**src/rtl/calc_seq_ctrl.sv**
```systemverilog
// calc_seq_ctrl: keypad calculator sequencer (operand entry, ALU handshake, display bus).
// Define CALC_CHAIN_EN to let an operator key in SHOW chain the result into operand A.
module calc_seq_ctrl #(
    parameter int         TIMEOUT = 255,
    parameter logic [3:0] BLANK   = 4'hF,
    parameter logic [3:0] ERRC    = 4'hE
) (
    input  logic        clk,
    input  logic        rst_n,
    input  logic        key_valid,
    input  logic [3:0]  key_code,
    input  logic        alu_done,
    input  logic [15:0] alu_res,
    output logic        alu_start,
    output logic [7:0]  op_a,
    output logic [7:0]  op_b,
    output logic [3:0]  opr,
    output logic [15:0] disp,
    output logic [2:0]  state,
    output logic        err
);
    localparam int TW = $clog2(TIMEOUT + 1);

    typedef enum logic [2:0] {
        ENTER_A = 3'd0,
        ENTER_B = 3'd1,
        BUSY    = 3'd2,
        SHOW    = 3'd3,
        ERR     = 3'd4
    } state_t;

    state_t         cur, nxt;
    logic [7:0]     a_n, b_n;
    logic [3:0]     opr_n;
    logic [15:0]    res, res_n;
    logic [TW-1:0]  tmr, tmr_n;
    logic           start_n;
    logic           is_dig, is_op, is_clr, is_ent, is_any;

    assign is_dig = key_valid && key_code <= 4'd9;
    assign is_op  = key_valid && key_code >= 4'd10 && key_code <= 4'd12;
    assign is_clr = key_valid && key_code == 4'd13;
    assign is_ent = key_valid && key_code == 4'd15;
    assign is_any = key_valid && key_code != 4'd14;

    always_ff @(posedge clk or negedge rst_n) begin
        if (!rst_n) begin
            cur       <= ENTER_A;
            op_a      <= '0;
            op_b      <= '0;
            opr       <= BLANK;
            res       <= '0;
            tmr       <= '0;
            alu_start <= 1'b0;
        end else begin
            cur       <= nxt;
            op_a      <= a_n;
            op_b      <= b_n;
            opr       <= opr_n;
            res       <= res_n;
            tmr       <= tmr_n;
            alu_start <= start_n;
        end
    end

    always_comb begin
        nxt     = cur;
        a_n     = op_a;
        b_n     = op_b;
        opr_n   = opr;
        res_n   = res;
        tmr_n   = tmr;
        start_n = 1'b0;
        if (is_clr) begin
            nxt   = ENTER_A;
            a_n   = '0;
            b_n   = '0;
            opr_n = BLANK;
            tmr_n = '0;
        end else begin
            case (cur)
                ENTER_A: begin
                    if (is_dig) a_n = {op_a[3:0], key_code};
                    else if (is_op) begin
                        opr_n = key_code;
                        nxt   = ENTER_B;
                    end
                end
                ENTER_B: begin
                    if (is_dig) b_n = {op_b[3:0], key_code};
                    else if (is_op) opr_n = key_code;
                    else if (is_ent) begin
                        nxt     = BUSY;
                        start_n = 1'b1;
                        tmr_n   = '0;
                    end
                end
                BUSY: begin
                    // ERR is entered on the same edge the timer reaches TIMEOUT; done has priority
                    if (alu_done) begin
                        res_n = alu_res;
                        nxt   = SHOW;
                    end else begin
                        tmr_n = tmr + 1'b1;
                        if (tmr_n == TW'(TIMEOUT)) nxt = ERR;
                    end
                end
                SHOW, ERR: begin
                    if (is_any) begin
                        nxt   = ENTER_A;
                        a_n   = '0;
                        b_n   = '0;
                        opr_n = BLANK;
                        tmr_n = '0;
                    end
`ifdef CALC_CHAIN_EN
                    if (cur == SHOW && is_op) begin
                        nxt   = ENTER_B;
                        a_n   = res[7:0];
                        b_n   = '0;
                        opr_n = key_code;
                    end
`endif
                end
                default: nxt = ENTER_A;
            endcase
        end
    end

    always_comb begin
        disp = (cur == ENTER_A) ? {opr, BLANK, op_a} :
               (cur == SHOW)    ? res :
               (cur == ERR)     ? {4{ERRC}} :
                                  {opr, BLANK, op_b};
    end

    assign state = cur;
    assign err   = (cur == ERR);
endmodule

```
**config.mk**
```make
export PLATFORM = sky130hd
export DESIGN_NAME = calc_seq_ctrl
export DESIGN_NICKNAME = d
export VERILOG_FILES = /design/src/rtl/calc_seq_ctrl.sv
export SDC_FILE = /design/constraint.sdc
export NUM_CORES = 1
export LEC_CHECK = 0
export ABC_AREA = 1
export CORE_UTILIZATION = 35
export CTS_CLUSTER_DIAMETER = 120
export CTS_CLUSTER_SIZE = 8
export DETAILED_ROUTE_END_ITERATION = 8
export SLEW_MARGIN = 20
export SYNTH_ARGS = -nofsm -noshare
export SYNTH_HDL_FRONTEND = slang
export SYNTH_SLANG_ARGS = --single-unit
```
**constraint.sdc**
```tcl
create_clock -name clk -period 1.5 [get_ports clk]
set_input_delay 0.225 -clock clk [delete_from_list [all_inputs] [get_ports clk]]
set_output_delay 0.225 -clock clk [all_outputs]
set_load 0.01 [all_outputs]
```
# == Word level (Yosys, flattened, before mapping) ==
# Index checks and enable logic that the tools add are counted.
# classes
muxes,36
n_reduce_logical,19
add_sub_neg,1
eq_ne,20
order_cmp,3
bitwise,1
# ops
cell,count
2-to-1 mux 8 bit,10
2-to-1 mux 16 bit,3
one-hot mux 8 bit (2 select lines),2
2-to-1 mux 3 bit,9
inequality test 3 bit (second input constant),9
one-hot mux 8 bit (3 select lines),1
2-to-1 mux 4 bit,4
one-hot mux 3 bit (4 select lines),1
AND reduction 3 bit,3
nonzero test 3 bit,3
adder 8 x 1 -> 8 bit (second input constant),1
== test 4 bit (second input constant),2
== test 8 bit (second input constant),1
<= comparator 4 bit (second input constant),2
inequality test 4 bit (second input constant),2
one-hot mux 4 bit (2 select lines),1
AND reduction 7 bit,1
== test 3 x 2 -> 1 bit (second input constant),2
logical AND 1 bit,6
AND reduction 6 bit,1
2-to-1 mux 1 bit,5
greater-or-equal comparator 4 bit (second input constant),1
AND reduction 4 bit,1
nonzero test 4 bit,1
other kinds (7),8
# word_totals
ff_bits,48
output_inout_bits,41
elab_cells,87
input_bits,24

# == Longest topological paths before layout ==
# Gate-level depths: netlist (run 1).
# depth
ltp_word,7
mapped_depth,11
depth_no_buf,10

# == Worst setup path after synthesis (run 1) ==
# No wires, ideal clock.
# synth_path
kind,register to output
startpoint,"reg cur[1], in the netlist state[1]"
endpoint,out disp[1]
path_slack_ps,-128
required_time_ps,1275
path_buffers,1
arrival_time_ps,1403
stages_incl_launch_ff,7
path_cell_list,dfrtp_1 nor2_1 inv_2 nor2_2 inv_1 clkbuf_1 o21ai_0
# synth_via
elab_chain_len,4
elab_cells_between_ends,6
classes_between,eq/ne: 2; mux: 3; reduce/logical: 1
# synth_lines
element,line_no,text
"start, declared",32,"state_t cur, nxt;"
"start signal, assigned",56,cur <= nxt;
== test 3 bit,133,(cur == ERR) ? {4{ERRC}} :
2-to-1 mux 16 bit,133,
2-to-1 mux 16 bit,132,(cur == SHOW) ? res :
2-to-1 mux 16 bit *,131,"disp = (cur == ENTER_A) ? {opr, BLANK, op_a} :"
"end, declared",18,"output logic [15:0] disp,"
# Mark *: on every way between the ends. The rest lies on a longest branch, timed or not.

# == Worst setup path after layout (run 1) ==
# layout_path
startpoint,"reg cur[2], in the netlist state[2]"
endpoint,out disp[2]
# The elaborated chain is that of the path after synthesis.

==> results.sh, run 1 <==
export IMPL_grt_total_usage=0.197
export IMPL_max_cap_violations=0
export IMPL_worst_hold_slack_ps=389
export IMPL_antenna_found_initial=0
export IMPL_grt_pass1_wl_um=11800
export IMPL_min_period_ps=1890
export IMPL_drive_gt1_frac=0.427
export IMPL_utilization=0.608
export IMPL_path_cells="buf_6, nand3_4, nand2_4, buf_6, buf_6, o221ai_2, o21ai_2, buf_2"
export IMPL_die_w_um=89.6
export IMPL_r2r_slack_ps=-250
export IMPL_place_hpwl_um=5350
export IMPL_wire_per_inst_um=14.2
export IMPL_synth_top_cell_area_share=0.410
export IMPL_syn_inst=307
export IMPL_drt_pre_antenna_iters=4
export IMPL_clockBufferDepth=2
export IMPL_p_int_w=0.00507
export IMPL_syn_to_final_growth_pct=65.9
export IMPL_grt_max_degree=33
export IMPL_ff2ff_path_depth=11
export IMPL_synthTopCellsByCount="83 x nand2_1, 44 x dfrtp_1, 28 x inv_1"
export IMPL_r2r_end="op_b[6]$_DFFE_PN0P_"
export IMPL_gr_total_overflow=0
export IMPL_synth_warnings=0
export IMPL_endpoint_kind="output port"
export IMPL_cts_tree="built"
export IMPL_crit_arrival_ps=1660
export IMPL_clockPowerShare=0.116
export IMPL_ant_nets=0
export IMPL_synth_area_top_cells="dfrtp_1 41%, nand2_1 12%, mux2_4 5.0%"
export IMPL_hold_path_class="input port to asynchronous set/reset pin"
export IMPL_violations="setup timing"
export IMPL_regToRegStartpoint="state[2]$_DFFE_PN0P_"
export IMPL_start_util=0.366
export IMPL_ys_seq_area_frac=0.449
export IMPL_cp_max_fo=4
export IMPL_hold_viol_final=0
export IMPL_grt_pass1_vias=2543
export IMPL_port_buffers=64
export IMPL_clk_latency_ps=300
export IMPL_ys_flop_type="dfrtp_1"
export IMPL_power_density_nw_per_um2=1910
export IMPL_yosysTopAreaCell="dfrtp_1"
export IMPL_cp_num_buf_inv=4
export IMPL_dieArea_um2=8030
export IMPL_nets=470
export IMPL_coreArea_um2=7330
export IMPL_h_tree_depth=2
export IMPL_crit_family="buffers and inverters"
export IMPL_syn_cell_area_um2=2690
export IMPL_fmax_mhz=530
export IMPL_crit_top_cell="buf_6"
export IMPL_worstPathRequired_ps=1270
export IMPL_gp_congestion=0.826
export IMPL_period_share=1.26
export IMPL_cts_root_buffer="clkbuf_8"
export IMPL_vias=2620
export IMPL_fillers=623
export IMPL_ir_drop_mv=0.696
export IMPL_max_slew_margin_rel=0.713
export IMPL_start_kind="register"
export IMPL_tightest_slew_ps=431
export IMPL_clk_pin_slew_ps=90
export IMPL_worstSetupPathType="register to output port"
export IMPL_p_leak_nw=2.26
export IMPL_skew_ps=7.57
export IMPL_io_pins=65
export IMPL_cts_made_buffers=5
export IMPL_die_h_um=89.6
export IMPL_yosys_register_bits=48
export IMPL_comb_power_share=0.622
export IMPL_antenna_cells=0
export IMPL_postSynthAreaPerCell_um2=8.75
export IMPL_rsz0062_at_grt="yes"
export IMPL_fin_ws_ps=-387
export IMPL_async_reset_ff_frac=1.00
export IMPL_setup_viol=64
export IMPL_drc_errors=0
export IMPL_p_seq_frac=0.262
export IMPL_ys_types=36
export IMPL_crit_path_top_delay_cell="dfrtp_2"
export IMPL_drv_slew=0
export IMPL_rows=31
export IMPL_wirelength_um=7700
export IMPL_status="complete, but fails checks"
export IMPL_switchingPower_w=0.00345
export IMPL_vias_per_cell=4.82
export IMPL_synth_edf_count=0
export IMPL_drtIter0Drc=95
export IMPL_cp_slowest_stage_delay_ps=450
export IMPL_synth_net_count=333
export IMPL_clock_sinks=48
export IMPL_switching_share=0.405
export IMPL_yosysMostFrequentCell="nand2_1"
[how the worst max path moves through the flow]
| stage | startpoint | to | slack, ps | cells after the start |
|---|---|---|---|---|
| final | state[2]$_DFFE_PN0P_ | disp[2] | -390 | 8 |
| after global routing | state[2]$_DFFE_PN0P_ | disp[2] | -430 | 8 |
| after CTS | state[2]$_DFFE_PN0P_ | disp[2] | -360 | 8 |
| after detailed placement | key_code[1] | op_b[3]$_DFFE_PN0P_ | -500 | 10 |
| after global placement | state[2]$_DFFE_PN0P_ | disp[0] | -450 | 7 |
| after floorplan | state[1]$_DFFE_PN0P_ | op_b[2]$_DFFE_PN0P_ | -30 | 10 |
[power by group through the flow]
stage | sequential (W) | combinational, W | clock (W)
floorplan | 0.00228 | 0.00238 | 0
detailed placement | 0.00220 | 0.00469 | 0
CTS | 0.00220 | 0.00492 | 0.00102
finish | 0.00223 | 0.00530 | 0.000987
global placement | 0.00220 | 0.00464 | 0
global route | 0.00228 | 0.00573 | 0.00106
[metal layers]
layer	wire length, um	global-route usage
met5	0	0
met2	4010	0.348
met4	141	0.0649
met3	261	0.0402
met1	3280	0.239
[registers in the layout, summed over array words and instances (netlist names)]
name / flops
tmr: 8
state: 3
opr: 4
alu_start: 1
op_b: 8
op_a: 8
res: 16
[through the flow]
stage	power [W]	area (um2)	TNS, ps	setup slack, ps	std cells
finish	0.00851	4450	-10780	-387	544
global route	0.00907	4450	-15600	-427	544
CTS	0.00813	4250	-10020	-359	539
detailed placement	0.00689	3900	-24130	-500	517
global placement	0.00684	3900	-22010	-454	517
floorplan	0.00466	2740	-69.2	-26.6	307
[layout by cell type, fill, tap and decap left out, types with 6 or more instances in the layout]
cell type / instances
mux2_4: 10
mux2_2: 6
nor2_4: 10
o21ai_1: 11
o221ai_2: 6
clkdlybuf4s50_1: 21
buf_6: 19
buf_4: 51
nand3_1: 17
nand2_2: 6
nor2_1: 19
buf_2: 11
clkbuf_8: 6
dlymetal6s2s_1: 10
dlygate4sd2_1: 15
inv_2: 9
dfrtp_1: 41
o21ai_0: 6
inv_1: 19
nand2_1: 79
[layout make-up]
| class | instances | area [um2] | share of cell area |
|---|---|---|---|
| timing repair buffer | 136 | 1270 | 0.286 |
| sequential | 48 | 1210 | 0.272 |
| clock buffer | 6 | 82.6 | 0.0185 |
| multi-input combinational | 222 | 1600 | 0.360 |
| inverter | 31 | 124 | 0.0278 |
| clock inverter | 2 | 38.8 | 0.00871 |
| tap | 99 | 124 | 0.0278 |
[worst register-to-register path: cells and delay by family (launching register included)]
family	cells	cell delay (ps)
buffers and inverters	4	530
AND/OR/NAND/NOR	6	510
flip-flops	1	450
AO/OA/AOI/OAI	1	150
[logic make-up after synthesis]
family / after synthesis / share of synthesized area
simple gates: 157 / 0.283
mux: 16 / 0.0797
buf+inv: 39 / 0.0699
fa+ha+maj: 2 / 0.00932
flops: 48 / 0.449
compound gates: 44 / 0.106
xor+xnor: 1 / 0.00326
[what timing repair did]
action                                  4_1_cts  5_1_grt
pin swaps                                    10        9
hold buffers                                  1        0
endpoints found under the hold margin        16        0
resized for setup                           128       49
buffers inserted                             14        6
gates cloned                                  2        1
endpoints found under the setup margin       76       73
Note: power is estimated with default switching activity, not from simulation.
==> inputs of run 2 (changes only) <==
- PLACE_DENSITY: default -> 0.66
==> run 2 against run 1 <==
The run still ends with setup timing left. Critical path type unchanged. Sequential power about the same. Routed wire length up 2.5%. Design area up 4.0%. Sequential share of layout area down 1.1 points. Die area unchanged. Critical path depth unchanged. Utilization up 2.5 points. Final cell count up 0.92%. Power up 2.6%. Via count up 2.4%. Clock power down 19%.
==> results.sh, run 2 (same netlist as run 1, synthesis figures left out) <==
export IMPL_status="complete, but fails checks"
export IMPL_violations="setup timing"
export IMPL_drc_errors=0
export IMPL_drt_pre_antenna_iters=4
export IMPL_clockPowerShare=0.091
export IMPL_setup_viol=59
export IMPL_switchingPower_w=0.00363
export IMPL_clock_sinks=48
export IMPL_hold_viol_final=0
export IMPL_max_cap_violations=0
export IMPL_endpoint_kind="output port"
export IMPL_rows=31
export IMPL_fmax_mhz=546
export IMPL_largest_reg_flops=16
export IMPL_p_int_w=0.00510
export IMPL_drtIter0Drc=85
export IMPL_port_buffers=64
export IMPL_ir_drop_mv=0.723
export IMPL_skew_ps=10.2
export IMPL_nets=475
export IMPL_worstSetupPathType="register to output port"
export IMPL_cp_max_fo=7
export IMPL_cts_made_buffers=5
export IMPL_max_slew_margin_rel=0.785
export IMPL_power_w=0.00873
export IMPL_die_w_um=89.6
export IMPL_min_period_ps=1830
export IMPL_p_seq_frac=0.259
export IMPL_grt_total_usage=0.188
export IMPL_rsz0062_at_grt="yes"
export IMPL_final_common_cell="nand2_1"
export IMPL_start_util=0.366
export IMPL_grt_pass1_vias=2483
export IMPL_grt_use_met1=0.239
export IMPL_switching_share=0.415
export IMPL_use_met3=0.0320
export IMPL_clk_latency_ps=300
export IMPL_wirelength_um=7890
export IMPL_cts_root_buffer="clkbuf_8"
export IMPL_clockBufferDepth=2
export IMPL_period_share=1.22
export IMPL_die_h_um=89.6
export IMPL_vias_per_cell=4.89
export IMPL_cts_tree="built"
export IMPL_wire_per_inst_um=14.4
export IMPL_syn_to_final_growth_pct=72.6
export IMPL_comb_power_share=0.649
export IMPL_h_tree_depth=2
export IMPL_drv_slew=0
export IMPL_crit_arrival_ps=1610
export IMPL_post_route_cell_area_um2=4630
export IMPL_worst_hold_slack_ps=286
export IMPL_power_density_nw_per_um2=1880
export IMPL_io_pins=65
export IMPL_grt_max_degree=49
export IMPL_place_hpwl_um=5320
export IMPL_grt_pass1_wl_um=11600
export IMPL_dpl_cell_area_um2=3900
export IMPL_gr_total_overflow=0
export IMPL_antenna_found_initial=0
export IMPL_grt_busiest_layer="met2"
export IMPL_dieArea_um2=8030
export IMPL_tightest_slew_ps=319
export IMPL_fin_ws_ps=-332
export IMPL_ant_nets=0
export IMPL_start_kind="register"
export IMPL_p_leak_nw=2.33
export IMPL_hold_path_class="input port to register"
export IMPL_utilization=0.632
export IMPL_regMostFlops="res"
export IMPL_fillers=556
export IMPL_layout_common_cells="65 x nand2_1, 52 x buf_4, 41 x dfrtp_1"
export IMPL_vias=2684
export IMPL_clk_pin_slew_ps=90
export IMPL_worstPathRequired_ps=1270
export IMPL_gp_congestion=0.908
export IMPL_drive_gt1_frac=0.507
export IMPL_coreArea_um2=7330
export IMPL_antenna_cells=0
export IMPL_grt_use_met2=0.339
-- run 2: final cells by class --
| cell class | count | area, um2 | area share |
|---|---|---|---|
| Multi-Input combinational cell | 221 | 1730 | 0.374 |
| Tap cell | 99 | 124 | 0.0267 |
| Inverter | 31 | 126 | 0.0273 |
| Clock inverter | 1 | 7.51 | 0.00162 |
| Sequential cell | 48 | 1210 | 0.261 |
| Clock buffer | 7 | 86.3 | 0.0186 |
| Timing Repair Buffer | 142 | 1350 | 0.291 |
-- run 2: through the flow --
step,setup WS [ps],std cells,TNS (ps)
floorplan,-26.6,307,-69.2
global placement,-432,517,-19590
detailed placement,-424,517,-21750
CTS,-314,536,-13690
global route,-422,549,-14570
finish,-332,549,-10060
-- run 2: routing by layer --
metal / up-vias / part of all wire
met4: 0 / 0.017
met3: 13 / 0.024
li1: 1304 / -
met1: 1322 / 0.44
met5: - / 0
met2: 45 / 0.52
-- run 2: final timing paths --
kind                                      start                   to  slack (ps)  cells after the start
max                        state[2]$_DFFE_PN0P_              disp[1]        -330                      8
min                                 key_code[1]  alu_start$_DFF_PN0_         290                      3
max reg2reg                state[2]$_DFFE_PN0P_   tmr[5]$_DFFE_PN0P_        -260                     12
min reg2reg                  opr[0]$_DFFE_PN1P_   opr[0]$_DFFE_PN1P_         500                      2
max in group asynchronous                 rst_n   opr[1]$_DFFE_PN1P_         790                      3
min in group asynchronous                 rst_n   res[2]$_DFFE_PN0P_         430                      3
-- run 2: what timing repair did --
item                                    CTS  global route
gates cloned                              1             1
endpoints found under the setup margin   76            73
pin swaps                                 9            22
buffers inserted                         10            16
resized for setup                       111           112
endpoints found under the hold margin    44             0
hold buffers                              1             0
-- run 2: power by group through the flow --
stage	clock, W	combinational (W)	sequential, W
global placement	0	0.00459	0.00221
CTS	0.000824	0.00473	0.00223
finish	0.000798	0.00567	0.00226
global route	0.000880	0.00610	0.00231
floorplan	0	0.00238	0.00228
detailed placement	0	0.00466	0.00222
-- run 2: critical path, stage by stage (launching register included) --
cell	delay, ps
dfrtp_2	440
inv_2	90
nand3_4	100
buf_12	150
nand2_8	90
buf_12	130
o221ai_2	100
o21ai_2	70
buf_2	140
